`config.mk`:
```
export PLATFORM = sky130hd
export DESIGN_NAME = uart_rx_os_flat
export DESIGN_NICKNAME = d
export VERILOG_FILES = /design/src/rtl/uart_pkg.sv /design/src/rtl/uart_rx_os_if.sv /design/src/rtl/os_tick_gen.sv /design/src/rtl/uart_rx_os.sv /design/src/flat_wrapper.sv
export SDC_FILE = /design/constraint.sdc
export NUM_CORES = 1
export LEC_CHECK = 0
export ABC_AREA = 1
export BUFFER_PORTS_ARGS = -buffer_cell sky130_fd_sc_hd__buf_4
export CAP_MARGIN = 10
export CORE_ASPECT_RATIO = 1.2
export CORE_MARGIN = 5
export CORE_UTILIZATION = 55
export DETAILED_ROUTE_END_ITERATION = 10
export GPL_TIMING_DRIVEN = 0
export PLACE_DENSITY = 0.81
export SLEW_MARGIN = 20
export SYNTH_ARGS = -nofsm -noshare
export SYNTH_HDL_FRONTEND = slang
export SYNTH_SLANG_ARGS = --single-unit
```
`constraint.sdc`:
```
create_clock -name CLK100MHZ -period 5.4 [get_ports CLK100MHZ]
set_clock_uncertainty 0.2 [all_clocks]
set_input_delay 0.81 -clock CLK100MHZ [delete_from_list [all_inputs] [get_ports CLK100MHZ]]
set_output_delay 0.81 -clock CLK100MHZ [all_outputs]
set_load 0.005 [all_outputs]
```
`src/rtl/uart_pkg.sv`:
```
// Shared UART constants and the receiver FSM state type.
// The PARITY state exists only when UART_RX_PARITY_EN is defined.
package uart_pkg;

    localparam int UART_DIV_W     = 12;
    localparam int UART_OVS       = 16;
    localparam int UART_DATA_BITS = 8;

    typedef enum logic [2:0] {
        IDLE,
        START,
        DATA,
`ifdef UART_RX_PARITY_EN
        PARITY,
`endif
        STOP,
        WAIT_HIGH
    } uart_rx_state_t;

endpackage

```
`src/rtl/uart_rx_os_if.sv`:
```
// Received-word bus of the UART receiver: word, valid strobe and error strobes.
interface uart_rx_os_if
    import uart_pkg::*;
#(
    parameter int DATA_BITS = UART_DATA_BITS
);

    logic [DATA_BITS-1:0] rx_data;
    logic                 rx_valid;
    logic                 frame_err;
    logic                 parity_err;

    modport master (output rx_data, rx_valid, frame_err, parity_err);
    modport slave  (input  rx_data, rx_valid, frame_err, parity_err);

endinterface

```
`src/rtl/os_tick_gen.sv`:
```
// Oversample tick generator: counts 0..div_lim-1 and pulses tick on the last count.
// While hold is high the counter sits at 0 so the tick phase follows the start edge.
module os_tick_gen
    import uart_pkg::*;
(
    input  logic                  CLK100MHZ,
    input  logic                  resetn,
    input  logic [UART_DIV_W-1:0] div_lim,
    input  logic                  hold,
    output logic                  tick
);

    logic [UART_DIV_W-1:0] cnt;
    logic [UART_DIV_W-1:0] last;

    // div_lim of 0 or 1 both collapse to a tick every cycle.
    assign last = (div_lim > UART_DIV_W'(1)) ? div_lim - UART_DIV_W'(1) : '0;
    assign tick = !hold && (cnt >= last);

    always_ff @(posedge CLK100MHZ or negedge resetn) begin
        if (!resetn) begin
            cnt <= '0;
        end else if (hold || cnt >= last) begin
            cnt <= '0;
        end else begin
            cnt <= cnt + UART_DIV_W'(1);
        end
    end

endmodule

```
`src/rtl/uart_rx_os.sv`:
```
// UART receiver with 16x (OVS) oversampling, midpoint sampling and error strobes.
// Optional even parity bit is enabled by defining UART_RX_PARITY_EN.
module uart_rx_os
    import uart_pkg::*;
#(
    parameter int DATA_BITS = UART_DATA_BITS,
    parameter int OVS       = UART_OVS
) (
    input  logic                  CLK100MHZ,
    input  logic                  resetn,
    input  logic [UART_DIV_W-1:0] div_lim,
    input  logic                  rx,
    uart_rx_os_if.master          bus
);

    localparam int BCW = $clog2(DATA_BITS + 1);
    localparam int TCW = $clog2(OVS);
    localparam logic [TCW-1:0] HALF_LAST = TCW'(OVS / 2 - 1);
    localparam logic [TCW-1:0] TICK_LAST = TCW'(OVS - 1);
    localparam logic [BCW-1:0] BIT_LAST  = BCW'(DATA_BITS - 1);

    uart_rx_state_t       state;
    logic                 rx_meta;
    logic                 rx_s;
    logic                 tick;
    logic [TCW-1:0]       tick_cnt;
    logic [BCW-1:0]       bit_cnt;
    logic [DATA_BITS-1:0] shreg;
    logic [DATA_BITS-1:0] data_q;
    logic                 valid_q;
    logic                 ferr_q;
    logic                 par_bad;

    // Both flops reset high so a reset never looks like a start edge.
    always_ff @(posedge CLK100MHZ or negedge resetn) begin
        if (!resetn) begin
            rx_meta <= 1'b1;
            rx_s    <= 1'b1;
        end else begin
            rx_meta <= rx;
            rx_s    <= rx_meta;
        end
    end

    os_tick_gen u_tick (
        .CLK100MHZ (CLK100MHZ),
        .resetn    (resetn),
        .div_lim   (div_lim),
        .hold      (state == IDLE || state == WAIT_HIGH),
        .tick      (tick)
    );

`ifdef UART_RX_PARITY_EN
    logic par_bit;
    logic perr_q;
    assign par_bad        = ^{shreg, par_bit};
    assign bus.parity_err = perr_q;
`else
    assign par_bad        = 1'b0;
    assign bus.parity_err = 1'b0;
`endif

    // NOTE: the strobes default low every cycle, so each is a one-cycle registered pulse.
    always_ff @(posedge CLK100MHZ or negedge resetn) begin
        if (!resetn) begin
            state    <= IDLE;
            tick_cnt <= '0;
            bit_cnt  <= '0;
            shreg    <= '0;
            data_q   <= '0;
            valid_q  <= 1'b0;
            ferr_q   <= 1'b0;
`ifdef UART_RX_PARITY_EN
            par_bit  <= 1'b0;
            perr_q   <= 1'b0;
`endif
        end else begin
            valid_q <= 1'b0;
            ferr_q  <= 1'b0;
`ifdef UART_RX_PARITY_EN
            perr_q  <= 1'b0;
`endif
            case (state)
                IDLE: begin
                    if (!rx_s) begin
                        state    <= START;
                        tick_cnt <= '0;
                    end
                end

                START: begin
                    if (tick) begin
                        if (tick_cnt == HALF_LAST) begin
                            tick_cnt <= '0;
                            bit_cnt  <= '0;
                            state    <= rx_s ? IDLE : DATA;
                        end else begin
                            tick_cnt <= tick_cnt + TCW'(1);
                        end
                    end
                end

                DATA: begin
                    if (tick) begin
                        if (tick_cnt == TICK_LAST) begin
                            tick_cnt <= '0;
                            shreg    <= {rx_s, shreg[DATA_BITS-1:1]};
                            bit_cnt  <= bit_cnt + BCW'(1);
                            if (bit_cnt == BIT_LAST) begin
`ifdef UART_RX_PARITY_EN
                                state <= PARITY;
`else
                                state <= STOP;
`endif
                            end
                        end else begin
                            tick_cnt <= tick_cnt + TCW'(1);
                        end
                    end
                end

`ifdef UART_RX_PARITY_EN
                PARITY: begin
                    if (tick) begin
                        if (tick_cnt == TICK_LAST) begin
                            tick_cnt <= '0;
                            par_bit  <= rx_s;
                            state    <= STOP;
                        end else begin
                            tick_cnt <= tick_cnt + TCW'(1);
                        end
                    end
                end
`endif

                STOP: begin
                    if (tick) begin
                        if (tick_cnt == TICK_LAST) begin
                            tick_cnt <= '0;
                            ferr_q   <= !rx_s;
`ifdef UART_RX_PARITY_EN
                            perr_q   <= par_bad;
`endif
                            if (rx_s && !par_bad) begin
                                data_q  <= shreg;
                                valid_q <= 1'b1;
                            end
                            // A low stop bit must see the line rise before a new start.
                            state <= rx_s ? IDLE : WAIT_HIGH;
                        end else begin
                            tick_cnt <= tick_cnt + TCW'(1);
                        end
                    end
                end

                WAIT_HIGH: begin
                    if (rx_s) state <= IDLE;
                end

                default: state <= IDLE;
            endcase
        end
    end

    assign bus.rx_data   = data_q;
    assign bus.rx_valid  = valid_q;
    assign bus.frame_err = ferr_q;

endmodule

```
`src/flat_wrapper.sv`:
```
// flat-port wrapper written by rule: the top's interface ports become plain ports
module uart_rx_os_flat import uart_pkg::*;
#(
    parameter int DATA_BITS = UART_DATA_BITS,
    parameter int OVS       = UART_OVS
)
  (CLK100MHZ, resetn, div_lim, rx, bus_rx_data, bus_rx_valid, bus_frame_err, bus_parity_err);
  uart_rx_os_if #(.DATA_BITS(DATA_BITS)) bus_i ();
  input  logic CLK100MHZ;
  input  logic resetn;
  input  logic [UART_DIV_W-1:0] div_lim;
  input  logic rx;
  output wire logic [$bits(bus_i.rx_data)-1:0] bus_rx_data;
  output wire logic [$bits(bus_i.rx_valid)-1:0] bus_rx_valid;
  output wire logic [$bits(bus_i.frame_err)-1:0] bus_frame_err;
  output wire logic [$bits(bus_i.parity_err)-1:0] bus_parity_err;
  assign bus_rx_data = bus_i.rx_data;
  assign bus_rx_valid = bus_i.rx_valid;
  assign bus_frame_err = bus_i.frame_err;
  assign bus_parity_err = bus_i.parity_err;
  uart_rx_os #(.DATA_BITS(DATA_BITS), .OVS(OVS)) u_core (.CLK100MHZ(CLK100MHZ), .resetn(resetn), .div_lim(div_lim), .rx(rx), .bus(bus_i));
endmodule
```
==> After elaboration in Yosys (flattened, before gate mapping) <==
Cells that the tools add are included.
{ "classes": {"n_mux": 32, "eq_ne": 17, "n_lt_le_gt_ge": 2, "reduce_logical": 14, "n_addsub": 4} }
{ "op_table": {"columns": ["operator", "count"], "rows": [
  ["$mux 4", 9],
  ["$mux 3", 10],
  ["$mux 12", 2],
  ["$ne 2x1->1 const B", 9],
  ["$pmux 3 s5", 1],
  ["$add 12x1->12 const B", 1],
  ["$ge 12x12->1", 1],
  ["$gt 12x1->1 const B", 1],
  ["$pmux 4 s3", 1],
  ["$sub 12x1->12 const B", 1],
  ["$reduce_and 9->1", 1],
  ["$add 4x1->4 const B", 2],
  ["$eq 4x3->1 const B", 2],
  ["$pmux 4 s2", 1],
  ["$reduce_and 4->1", 2],
  ["$mux 1", 7],
  ["$eq 3x2->1 const B", 2],
  ["$reduce_and 5->1", 1],
  ["$eq 4x4->1 const B", 1],
  ["$eq 3x1->1 const B", 1],
  ["$eq 3x3->1 const B", 1],
  ["$logic_not 3->1", 1],
  ["$reduce_and 3->1", 1],
  ["$reduce_bool 3->1", 1],
  ["other kinds (7)", 9]
]} }
{ "totals": {"output_inout_bits": 11, "wordCells": 79, "in_bits": 15, "regBits": 43} }

==> Logic depth before layout (Yosys ltp) <==
Gate-level depths: netlist of run 1.
{ "logic_depth": {"depth_word": 6, "ltp_mapped": 20} }

==> By module <==
Synthesis of run 1 repeated with hierarchy kept, for this count alone.
{ "hier_totals": {"cells_unflattened": 360, "hier_area_um2": 2763.9} }
{ "by_module_without_submodules": {"columns": ["module", "area_each_um2", "n_inst", "cells_per_inst"], "rows": [
  ["uart_rx_os", 1527.7, 1, 173],
  ["os_tick_gen", 1236.2, 1, 187]
]} }

==> Worst setup path after synthesis of run 1 <==
No wires, ideal clock.
{ "synth_path": {"path_kind": "in2reg", "from": "in div_lim[0]", "to": "reg u_core.tick_cnt[3]", "stages": 14, "path_buffers": 0, "slack_ps": 2190, "arrival_ps": 2891, "cell_sequence": "inv_1 -> ha_1 -> nor2_1 -> nor4_4 -> clkinv_1 -> nand3_1 -> ha_1 -> a21o_1 -> nor2_2 -> nand3_4 -> nand2_1 -> nand2_2 -> a21oi_1 -> nor2_1"} }
{ "synth_via": {"elab_chain_cells": 6, "word_cells_on_any_way": 8} }
{ "synth_rtl": {"columns": ["item", "line", "rtl"], "rows": [
  ["start, declared", "flat_wrapper.sv:11", "input logic [UART_DIV_W-1:0] div_lim;"],
  ["$sub 12x1->12 or $gt 12x1->1 (tied branches)", "os_tick_gen.sv:17", "assign last = (div_lim > UART_DIV_W'(1)) ? div_lim - UART_DIV_W'(1) : '0;"],
  ["$mux 12 *", "os_tick_gen.sv:17", null],
  ["$ge 12x12->1 *", "os_tick_gen.sv:18", "assign tick = !hold && (cnt >= last);"],
  ["$logic_and 1x1->1 *", "os_tick_gen.sv:18", null],
  ["$ne 2x1->1 (no source line)", null, null],
  ["$reduce_and 4->1 (no source line) *", null, null],
  ["end signal, assigned", "uart_rx_os.sv:98", "tick_cnt <= tick_cnt + TCW'(1);"],
  ["end signal, assigned", "uart_rx_os.sv:117", "tick_cnt <= tick_cnt + TCW'(1);"],
  ["end signal, assigned", "uart_rx_os.sv:151", "tick_cnt <= tick_cnt + TCW'(1);"],
  ["end, declared", "uart_rx_os.sv:26", "logic [TCW-1:0] tick_cnt;"]
]} }
Every way passes the cells marked *; elsewhere a longest branch is shown, timed or not.
A chain may end at the register's enable or synchronous reset.

==> Worst setup path after layout of run 1 <==
Ends and elaborated chain as after synthesis.

==> results of run 1 <==
[area by class of cell]
type	count	share of cell area, %
buffer	4	1.13
clock buffer	6	2.66
clock inverter	2	1.25
inverter	41	4.96
multi-input combinational	249	47.0
sequential	43	34.8
tap	60	2.42
timing repair buffer	24	5.81
[power groups by stage]
stage          clock network [mW]  registers [mW]  logic, mW
3_5_place_dp                    0           0.380      0.282
4_1_cts                     0.272           0.374      0.285
3_3_place_gp                    0           0.379      0.271
5_1_grt                     0.286           0.378      0.324
2_1_floorplan                   0           0.374      0.220
6_report                    0.263           0.374      0.281
[sequential cells by signal, summed over array words and instances, names as in the netlist]
name / cells
u_core.u_tick.cnt: 12
u_core.bus.rx_data: 8
u_core.shreg: 8
u_core.bit_cnt: 4
u_core.tick_cnt: 4
u_core.state: 3
u_core.bus.frame_err: 1
u_core.bus.rx_valid: 1
u_core.rx_meta: 1
u_core.rx_s: 1
[cells by family after synthesis]
group | after synthesis
other | 1
buffers and inverters | 45
AOI/OAI and AO/OA | 43
xor gates and xnor gates | 6
DFF | 43
adders and majority gates | 17
and+or+nand+nor | 182
[worst paths after layout]
path | start | to | slack [ns]
max | div_lim[0] | u_core.tick_cnt[3] | 1.94
max in group asynchronous | resetn | u_core.rx_meta | 4.35
min in group asynchronous | resetn | u_core.shreg[3] | 0.28
min reg2reg | u_core.rx_meta | u_core.rx_s | 0.16
min | u_core.rx_meta | u_core.rx_s | 0.16
max reg2reg | u_core.u_tick.cnt[11] | u_core.tick_cnt[3] | 3.30
[metal layers]
layer	track usage, %	wire (um)
met4	7.28	105
met1	20.8	2190
met2	32.3	2720
met3	3.46	182
met5	0	0
[layout by cell type, fill, tap and decap left out, types with 8 or more instances in the layout]
| cell | n |
|---|---|
| nand2_1 | 79 |
| dfrtp_1 | 41 |
| nor2_1 | 39 |
| inv_1 | 38 |
| buf_4 | 25 |
| nand3_1 | 22 |
| ha_1 | 17 |
| o21ai_0 | 10 |
| o21ai_1 | 9 |
| o21ai_2 | 8 |
[critical path, cell delays in order]
cell and delay, ns:
buf_4 0.12, inv_1 0.07, ha_1 0.21, nor2_1 0.10, nor4_4 0.33, clkinv_1 0.31
nand3_1 0.18, ha_1 0.25, a21o_1 0.19, nor2_2 0.23, nand3_4 0.17, nand2_1 0.11
nand2_2 0.11, a21oi_1 0.19, nor2_1 0.07
==> results.cfg, run 1 <==
[job]
drv_cap = 0

[logic_synthesis]
syn_avg_cell_area_um2 = 8.08
ys_warn_count = 0
synth.most_common_cell = nand2_1
synthArstFlopShare_pct = 100
synth.largest_area_cell = dfrtp_1
ys_ff_latch = 43
synth.distinct_cells = 42
synth_xor_xnor_area_share_pct = 1.93
synth_flop_cell = dfrtp_1
netlist_area_um2 = 2720
synth_nets = 369
yosys.area_share.adder_pct = 7.81
synth_compound_area_share_pct = 10.3
ys_top_cells_by_count = nand2_1 (79), dfrtp_1 (41), nor2_1 (39)
synth_top_area_share_pct = 37.7
synth_top_family_by_area = simple AND/OR/NAND/NOR gates
yosys.area_share.simple_pct = 33.3
synthMuxAreaShare_pct = 0
synthCells = 337
synth-edff-count = 0
yosysSeqAreaShare_pct = 39.6
yosys-top-cells-area = dfrtp_1 (38%), nand2_1 (11%), ha_1 (7.8%)

[sta]
slew_violations = 0
fin_crit_sh_pct = 64.0
period_needed_ns = 3.46
rsz0062_at_grt = false
slew_headroom_pct = 65.0
worst_slack_ns = 1.94
tns_ns = 0
final-hold-violation-count = 0
fmax_ghz = 0.289
final-setup-viol-count = 0
tightest_slew_ns = 0.525
hold_ws_ns = 0.160

[finish]
multi_input_area_um2 = 1460
area_growth_pct = 13.8
drive_gt1_share_pct = 21.4
ff_latch_area_um2 = 1080
final_area_um2 = 3100
num-nets-final = 400
fin_cells = 429
antenna_cells = 0
post-route-util_pct = 63.7
fillers = 433

[floorplan]
fp.dieH_um = 87.1
start_util_pct = 55.9
rows = 28
die_x_um = 74.2
core_area_um2 = 4870
dieArea_um2 = 6470
boundaryPins = 26

[power_and_ir_drop]
totalPowerFinal_mw = 0.918
combPwrFrac_pct = 30.6
p_int_mw = 0.596
switching_share_pct = 35.0
pwr-share-seq_pct = 40.8
power_density_nw_per_um2 = 296
clock_power_share_pct = 28.6
switching_power_mw = 0.322
p_leak_nw = 1.61
vdd_ir_drop_max_mv = 0.262

[clocking]
clockBufferDepth = 2
post-cts-setup-buffers = 0
hold_buffers = 0
ctsResizeCount = 0
cts.sinks = 43
h-tree-depth = 2
clkLatencyLatePin_ns = 0.30
cts_tree = yes
cts_buffers = 5
root_buffer = clkbuf_8
clk_pin_slew_worst_paths_ns = 0.08

[setup_path]
r2r.worst_path.cells = 8
crit_type = in2reg
crit_fanout = 10
endpoint_kind = flip-flop
cp.arrival_ns = 3.45
worstSetupStartpointType = input pin
critPathRequiredTime_ns = 5.39

[global_route]
overflow = 0
antenna_found_initial = 0
grt.total_usage_pct = 18.0
grt_pass1_wl_mm = 9.21
grt_pass1_vias = 2154
grt_start_max_net_pins = 44

[worst_hold_path]
hold_path.class = reg2reg
whs_path_depth = 0

[route]
wl_mm = 5.19
firstDrtPassIters = 6
routed_via_density = 5.12
drcViolationCount = 0
routedWlPerCell_um = 12.1
first_iter_violations = 73
ant_nets = 0
num_vias = 2198

[placed_design]
dp_hpwl_mm = 3.99
pre_cts_slack_ns = 1.67
gp_congestion = 0.808
dpl_cell_area_um2 = 2980
place_inst = 421
io_buffer_count = 24

[outcome]
outcome = finished clean
No activity file was read; power rests on OpenSTA's default activity.
==> inputs of run 2 (changes only) <==
--- a/config.mk
+++ b/config.mk
@@ -5,15 +5,15 @@
 export SDC_FILE = /design/constraint.sdc
 export NUM_CORES = 1
 export LEC_CHECK = 0
-export ABC_AREA = 1
+export ABC_AREA = 0
 export BUFFER_PORTS_ARGS = -buffer_cell sky130_fd_sc_hd__buf_4
 export CAP_MARGIN = 10
 export CORE_ASPECT_RATIO = 1.2
 export CORE_MARGIN = 5
-export CORE_UTILIZATION = 55
+export CORE_UTILIZATION = 53
 export DETAILED_ROUTE_END_ITERATION = 10
 export GPL_TIMING_DRIVEN = 0
-export PLACE_DENSITY = 0.81
+export PLACE_DENSITY = 0.82
 export SLEW_MARGIN = 20
 export SYNTH_ARGS = -nofsm -noshare
 export SYNTH_HDL_FRONTEND = slang
==> constraint.sdc (replaced) <==
create_clock -name CLK100MHZ -period 2.89 [get_ports CLK100MHZ]
set_clock_uncertainty 0.2 [all_clocks]
set_input_delay 0.4335 -clock CLK100MHZ [delete_from_list [all_inputs] [get_ports CLK100MHZ]]
set_output_delay 0.4335 -clock CLK100MHZ [all_outputs]
set_load 0.005 [all_outputs]
==> run 2 against run 1 <==
  * Setup slack worse by 2.6 ns
  * Clock-buffer cell count is the same
  * Sequential power increased by 100%
  * First-iteration DRC count rose by 18%
  * Largest power group unchanged
  * Area after synthesis shrank 5.3%
  * Register-to-register slack worse by 3.1 ns
  * Flip-flop and latch count is the same
  * Combinational power is 80% higher
  * The flow now finishes with violations (negative setup slack)
  * Power up 78%
==> results.cfg, run 2 <==
[sta]
fin_crit_sh_pct = 123
worst_slack_ns = -0.660
period_needed_ns = 3.55
final-setup-viol-count = 41
tns_ns = -23.09
fmax_ghz = 0.282
tightest_slew_ns = 0.535
final-hold-violation-count = 0
slew_violations = 0
rsz0062_at_grt = true
slew_headroom_pct = 64.2

[route]
first_iter_violations = 86
routedWlPerCell_um = 17.2
drcViolationCount = 0
routed_via_density = 5.94
wl_mm = 6.05
firstDrtPassIters = 4
num_vias = 2091
ant_nets = 0

[placed_design]
dp_hpwl_mm = 3.76
io_buffer_count = 24
gp_congestion = 0.847

[finish]
drive_gt1_share_pct = 41.2
antenna_cells = 0
num-nets-final = 325
ff_latch_area_um2 = 1080
multi_input_area_um2 = 1730
largest-register = u_core.u_tick.cnt
largest_reg_flops = 12
layout_common_cells = dfrtp_1 (41), buf_4 (32), nand2_1 (20)
area_growth_pct = 32.9
fillers = 334
final_common_cell = dfrtp_1

[logic_synthesis]
synth_flop_cell = dfrtp_1
yosysSeqAreaShare_pct = 41.8
synthArstFlopShare_pct = 100
yosys-top-cells-area = dfrtp_1 (40%), ha_1 (8.2%), mux2_2 (4.8%)
netlist_area_um2 = 2580
syn_avg_cell_area_um2 = 10.5
synth-edff-count = 0
ys_warn_count = 0
synthCells = 245
synth_nets = 277
synth.distinct_cells = 56
synth_top_area_share_pct = 39.8
ys_top_cells_by_count = dfrtp_1 (41), nand2_1 (23), nor2_1 (22)
synth.largest_area_cell = dfrtp_1
ys_ff_latch = 43
synth.most_common_cell = dfrtp_1

[global_route]
grt_pass1_vias = 2168
antenna_found_initial = 0
grt_start_max_net_pins = 44
grt_pass1_wl_mm = 9.93
grt.total_usage_pct = 20.0
overflow = 0

[floorplan]
start_util_pct = 55.3
core_area_um2 = 4660
rows = 27
die_x_um = 73.7
fp.dieH_um = 86.4
dieArea_um2 = 6370
boundaryPins = 26

[setup_path]
crit_type = in2reg
crit-reg2reg-launch = u_core.u_tick.cnt[9]
cp-startpoint = div_lim[9]
r2r.worst_path.cells = 7
endpoint_kind = flip-flop
worstSetupStartpointType = input pin
reg2reg_slack_ns = 0.19
cp.arrival_ns = 3.54
critPathRequiredTime_ns = 2.88
r2r-end = u_core.shreg[1]
crit_fanout = 5

[outcome]
violations = negative setup slack
outcome = finished, violations left

[clocking]
cts_buffers = 5
cts_tree = yes
clk_pin_slew_worst_paths_ns = 0.08
h-tree-depth = 2
clkLatencyLatePin_ns = 0.30
cts.sinks = 43
clockBufferDepth = 2
root_buffer = clkbuf_8

[worst_hold_path]
hold_path.class = in2reg
hold_start = rx
whs_path_depth = 1
hold_end = u_core.rx_meta

[job]
drv_cap = 0

[power_and_ir_drop]
power_density_nw_per_um2 = 476
vdd_ir_drop_max_mv = 0.392
p_leak_nw = 1.63
totalPowerFinal_mw = 1.63
[run 2: changes by cell type after synthesis, moves of 5 or more]
cell	change
inv_1	-31
mux2_2	+11
mux2_4	+6
nand2_1	-56
nand2_2	-5
nand3_1	-14
nor2_1	-17
o21ai_1	-9
o21ai_2	-8
xnor2_1	+9
xor2_1	+6
[run 2: worst max-delay path by stage]
stage / to / slack, ns / depth (start not counted)
floorplan: u_core.bus.rx_data[0] / -0.77 / 12
global placement: u_core.bus.rx_data[5] / -1.13 / 13
detailed placement: u_core.bus.rx_data[3] / -1.16 / 13
CTS: u_core.bus.rx_data[7] / -0.73 / 14
global route: u_core.shreg[1] / -0.75 / 14
finish: u_core.shreg[4] / -0.66 / 14
[run 2: logic make-up (layout without fill, tap and decap cells)]
family | count (synthesis) | count (layout) | synth area share, %
and+or+nand+nor | 91 | 91 | 17.9
DFF | 43 | 43 | 41.8
AOI/OAI and AO/OA | 39 | 39 | 13.1
xor gates and xnor gates | 21 | 21 | 7.13
muxes | 18 | 18 | 8.69
adders and majority gates | 17 | 17 | 8.25
buffers and inverters | 15 | 64 | 2.96
other | 1 | 1 | 0.145
[run 2: critical path: stages]
cell and delay (ns):
buf_6 0.09, or3_4 0.38, or2_4 0.24, nor3_2 0.15, nand3b_1 0.16, clkbuf_8 0.20
and2_4 0.14, ha_4 0.22, nand2b_4 0.12, a2111o_1 0.42, a32oi_4 0.38, a211oi_4 0.14
buf_6 0.17, mux2_4 0.29
[run 2: area by class of cell]
class	instances	share of cell area, %
clock buffers	6	2.12
multi-input cells	187	50.3
plain buffers	7	2.23
clock inverters	2	0.365
inverters	7	0.766
flip-flops and latches	43	31.5
well taps	58	2.12
repair buffers	42	10.6
[run 2: layer usage]
layer / GRT usage, % / wire length [um] / vias up
li1: - / - / 970
met1: 22.7 / 2300 / 1025
met2: 34.0 / 3210 / 73
met3: 4.87 / 310 / 23
met4: 10.4 / 236 / 0
met5: 0 / 0 / -
[run 2: power breakdown]
part	total, mW	switching (mW)	internal [mW]
logic	0.505	0.253	0.252
clock network	0.371	0.202	0.169
registers	0.757	0.0867	0.670
total	1.63	0.542	1.09
[run 2: timing repair]
action                                 CTS  global route
hold buffers                             1             0
gates cloned                             3             0
pin swaps                               15            17
setup endpoints to repair               41            41
endpoints found under the hold margin   41             0
setup buffers                            9             5
resized for setup                       31            32
[run 2: per-stage QoR]
step / util, % / cells / setup slack, ns / area (um2) / hold WS, ns
floorplan: - / 245 / -0.775 / 2660 / -0.0621
global placement: 62.5 / 327 / -1.13 / 2910 / 0.150
detailed placement: 62.5 / 327 / -1.16 / 2910 / 0.152
CTS: 69.5 / 348 / -0.726 / 3240 / 0.0314
global route: 73.5 / 352 / -0.745 / 3430 / 0.0221
finish: 73.5 / 352 / -0.660 / 3430 / 0.0434
==> inputs of run 3 (changes only) <==
--- a/config.mk
+++ b/config.mk
@@ -5,15 +5,15 @@
 export SDC_FILE = /design/constraint.sdc
 export NUM_CORES = 1
 export LEC_CHECK = 0
-export ABC_AREA = 0
+export ABC_AREA = 1
 export BUFFER_PORTS_ARGS = -buffer_cell sky130_fd_sc_hd__buf_4
 export CAP_MARGIN = 10
 export CORE_ASPECT_RATIO = 1.2
 export CORE_MARGIN = 5
-export CORE_UTILIZATION = 53
+export CORE_UTILIZATION = 54
 export DETAILED_ROUTE_END_ITERATION = 10
 export GPL_TIMING_DRIVEN = 0
-export PLACE_DENSITY = 0.82
+export PLACE_DENSITY = 0.83
 export SLEW_MARGIN = 20
 export SYNTH_ARGS = -nofsm -noshare
 export SYNTH_HDL_FRONTEND = slang
==> constraint.sdc (replaced) <==
create_clock -name CLK100MHZ -period 3.15 [get_ports CLK100MHZ]
set_clock_uncertainty 0.2 [all_clocks]
set_input_delay 0.4725 -clock CLK100MHZ [delete_from_list [all_inputs] [get_ports CLK100MHZ]]
set_output_delay 0.4725 -clock CLK100MHZ [all_outputs]
set_load 0.005 [all_outputs]
==> run 3 against run 2 <==
  * Global-route usage is 2.4 points lower
  * First-iteration DRC count is 14% lower
  * Cell count is 22% higher
  * The run now ends clean
  * Critical path depth is 6 higher
  * Clock power is 16% higher
  * Critical endpoint is now u_core.bus.rx_data[3]
  * Cell area is 9.3% lower
  * Sequential share of layout area is 3.2 points higher
==> results.cfg, run 3 (synthesized netlist as in run 1, its figures left out) <==
[power_and_ir_drop]
power_density_nw_per_um2 = 502
totalPowerFinal_mw = 1.56
p_leak_nw = 1.60
vdd_ir_drop_max_mv = 0.574

[setup_path]
critPathRequiredTime_ns = 3.14
crit-reg2reg-launch = u_core.u_tick.cnt[9]
r2r.worst_path.cells = 10
worstSetupStartpointType = input pin
reg2reg_slack_ns = 1.06
cp.arrival_ns = 2.89
r2r-end = u_core.bus.rx_data[3]
endpoint_kind = flip-flop
cp-startpoint = div_lim[2]
crit_fanout = 10
crit_type = in2reg
cp-endpoint = u_core.bus.rx_data[3]

[global_route]
overflow = 0
grt.total_usage_pct = 17.6
grt_pass1_vias = 2227
antenna_found_initial = 0
grt_pass1_wl_mm = 9.16
grt_start_max_net_pins = 44

[route]
wl_mm = 5.14
ant_nets = 0
first_iter_violations = 74
drcViolationCount = 0
firstDrtPassIters = 4
routed_via_density = 5.21
num_vias = 2240
routedWlPerCell_um = 12.0

[sta]
tightest_slew_ns = 0.538
final-hold-violation-count = 0
fmax_ghz = 0.344
hold_ws_ns = 0.0737
slew_violations = 0
period_needed_ns = 2.90
final-setup-viol-count = 0
slew_headroom_pct = 64.2
fin_crit_sh_pct = 92.2
tns_ns = 0

[clocking]
clkLatencyLatePin_ns = 0.31
clk_pin_slew_worst_paths_ns = 0.08
clockBufferDepth = 2
cts.sinks = 43
cts_tree = yes
h-tree-depth = 2
root_buffer = clkbuf_8
cts_buffers = 5

[placed_design]
gp_congestion = 0.887
io_buffer_count = 24
place_inst = 421
dp_hpwl_mm = 3.92

[finish]
num-nets-final = 401
antenna_cells = 0
final_common_cell = nand2_1
layout_common_cells = nand2_1 (79), dfrtp_1 (41), inv_1 (38)
largest-register = u_core.u_tick.cnt
area_growth_pct = 14.1
drive_gt1_share_pct = 22.4
post-route-util_pct = 63.4
fin_cells = 430
largest_reg_flops = 12

[floorplan]
rows = 28
die_x_um = 74.8
core_area_um2 = 4900
dieArea_um2 = 6570
boundaryPins = 26
fp.dieH_um = 87.8
start_util_pct = 55.5

[worst_hold_path]
hold_path.class = in2reg
hold_start = rx

[outcome]
outcome = finished clean

[job]
drv_cap = 0
[run 3: cell type report]
type	instances	area (um2)
tap	60	75.1
inverter	41	154
timing repair buffer	25	190
clock buffer	6	72.6
clock inverter	2	37.5
multi-input combinational	249	1470
buffer	4	35.0
fill	420	1800
sequential	43	1080
[run 3: timing repair]
action | CTS | global route
endpoints found under the hold margin | 41 | 0
setup endpoints to repair | 0 | 37
hold buffers | 1 | 0
resized for setup | 0 | 5
buffers inserted | 0 | 0
[run 3: where the power goes]
part | switching [mW] | internal, mW | total (mW)
logic | 0.318 | 0.171 | 0.489
clock network | 0.193 | 0.237 | 0.429
registers | 0.0502 | 0.592 | 0.642
[run 3: metrics by stage]
step           area (um2)  worst slack [ns]
5_1_grt              3110          -0.00711
4_1_cts              3100            0.0840
2_1_floorplan        2720             0.278
3_3_place_gp         2980            -0.167
3_5_place_dp         2980            -0.230
6_report             3110             0.247
[run 3: worst max-delay path: stages]
cell     delay [ns]
buf_4          0.12
nor2_1         0.09
nand2_1        0.05
inv_1          0.07
nand2_1        0.08
nor2_2         0.14
nand2_1        0.10
nor3_2         0.19
a21o_1         0.14
nand3_1        0.06
ha_1           0.30
nand2_1        0.08
nor2_1         0.14
and2_1         0.16
nand2_2        0.10
nand3_4        0.13
nand3_4        0.10
buf_6          0.15
o21ai_1        0.15
nand2_1        0.07
[run 3: worst min path at each step]
stage | endpoint | depth (start not counted)
finish | u_core.rx_meta | 1
global route | u_core.rx_meta | 1
CTS | u_core.rx_meta | 1
detailed placement | u_core.rx_s | 0
global placement | u_core.rx_s | 0
floorplan | u_core.bit_cnt[0] | 0
[run 3: routing by layer]
| layer | global-route usage, % | routed length, um | vias to the layer above |
|---|---|---|---|
| met5 | 0 | 0 | - |
| met4 | 6.63 | 102 | 0 |
| met3 | 4.02 | 202 | 16 |
| met2 | 31.3 | 2700 | 33 |
| met1 | 20.2 | 2130 | 1042 |
| li1 | - | - | 1149 |
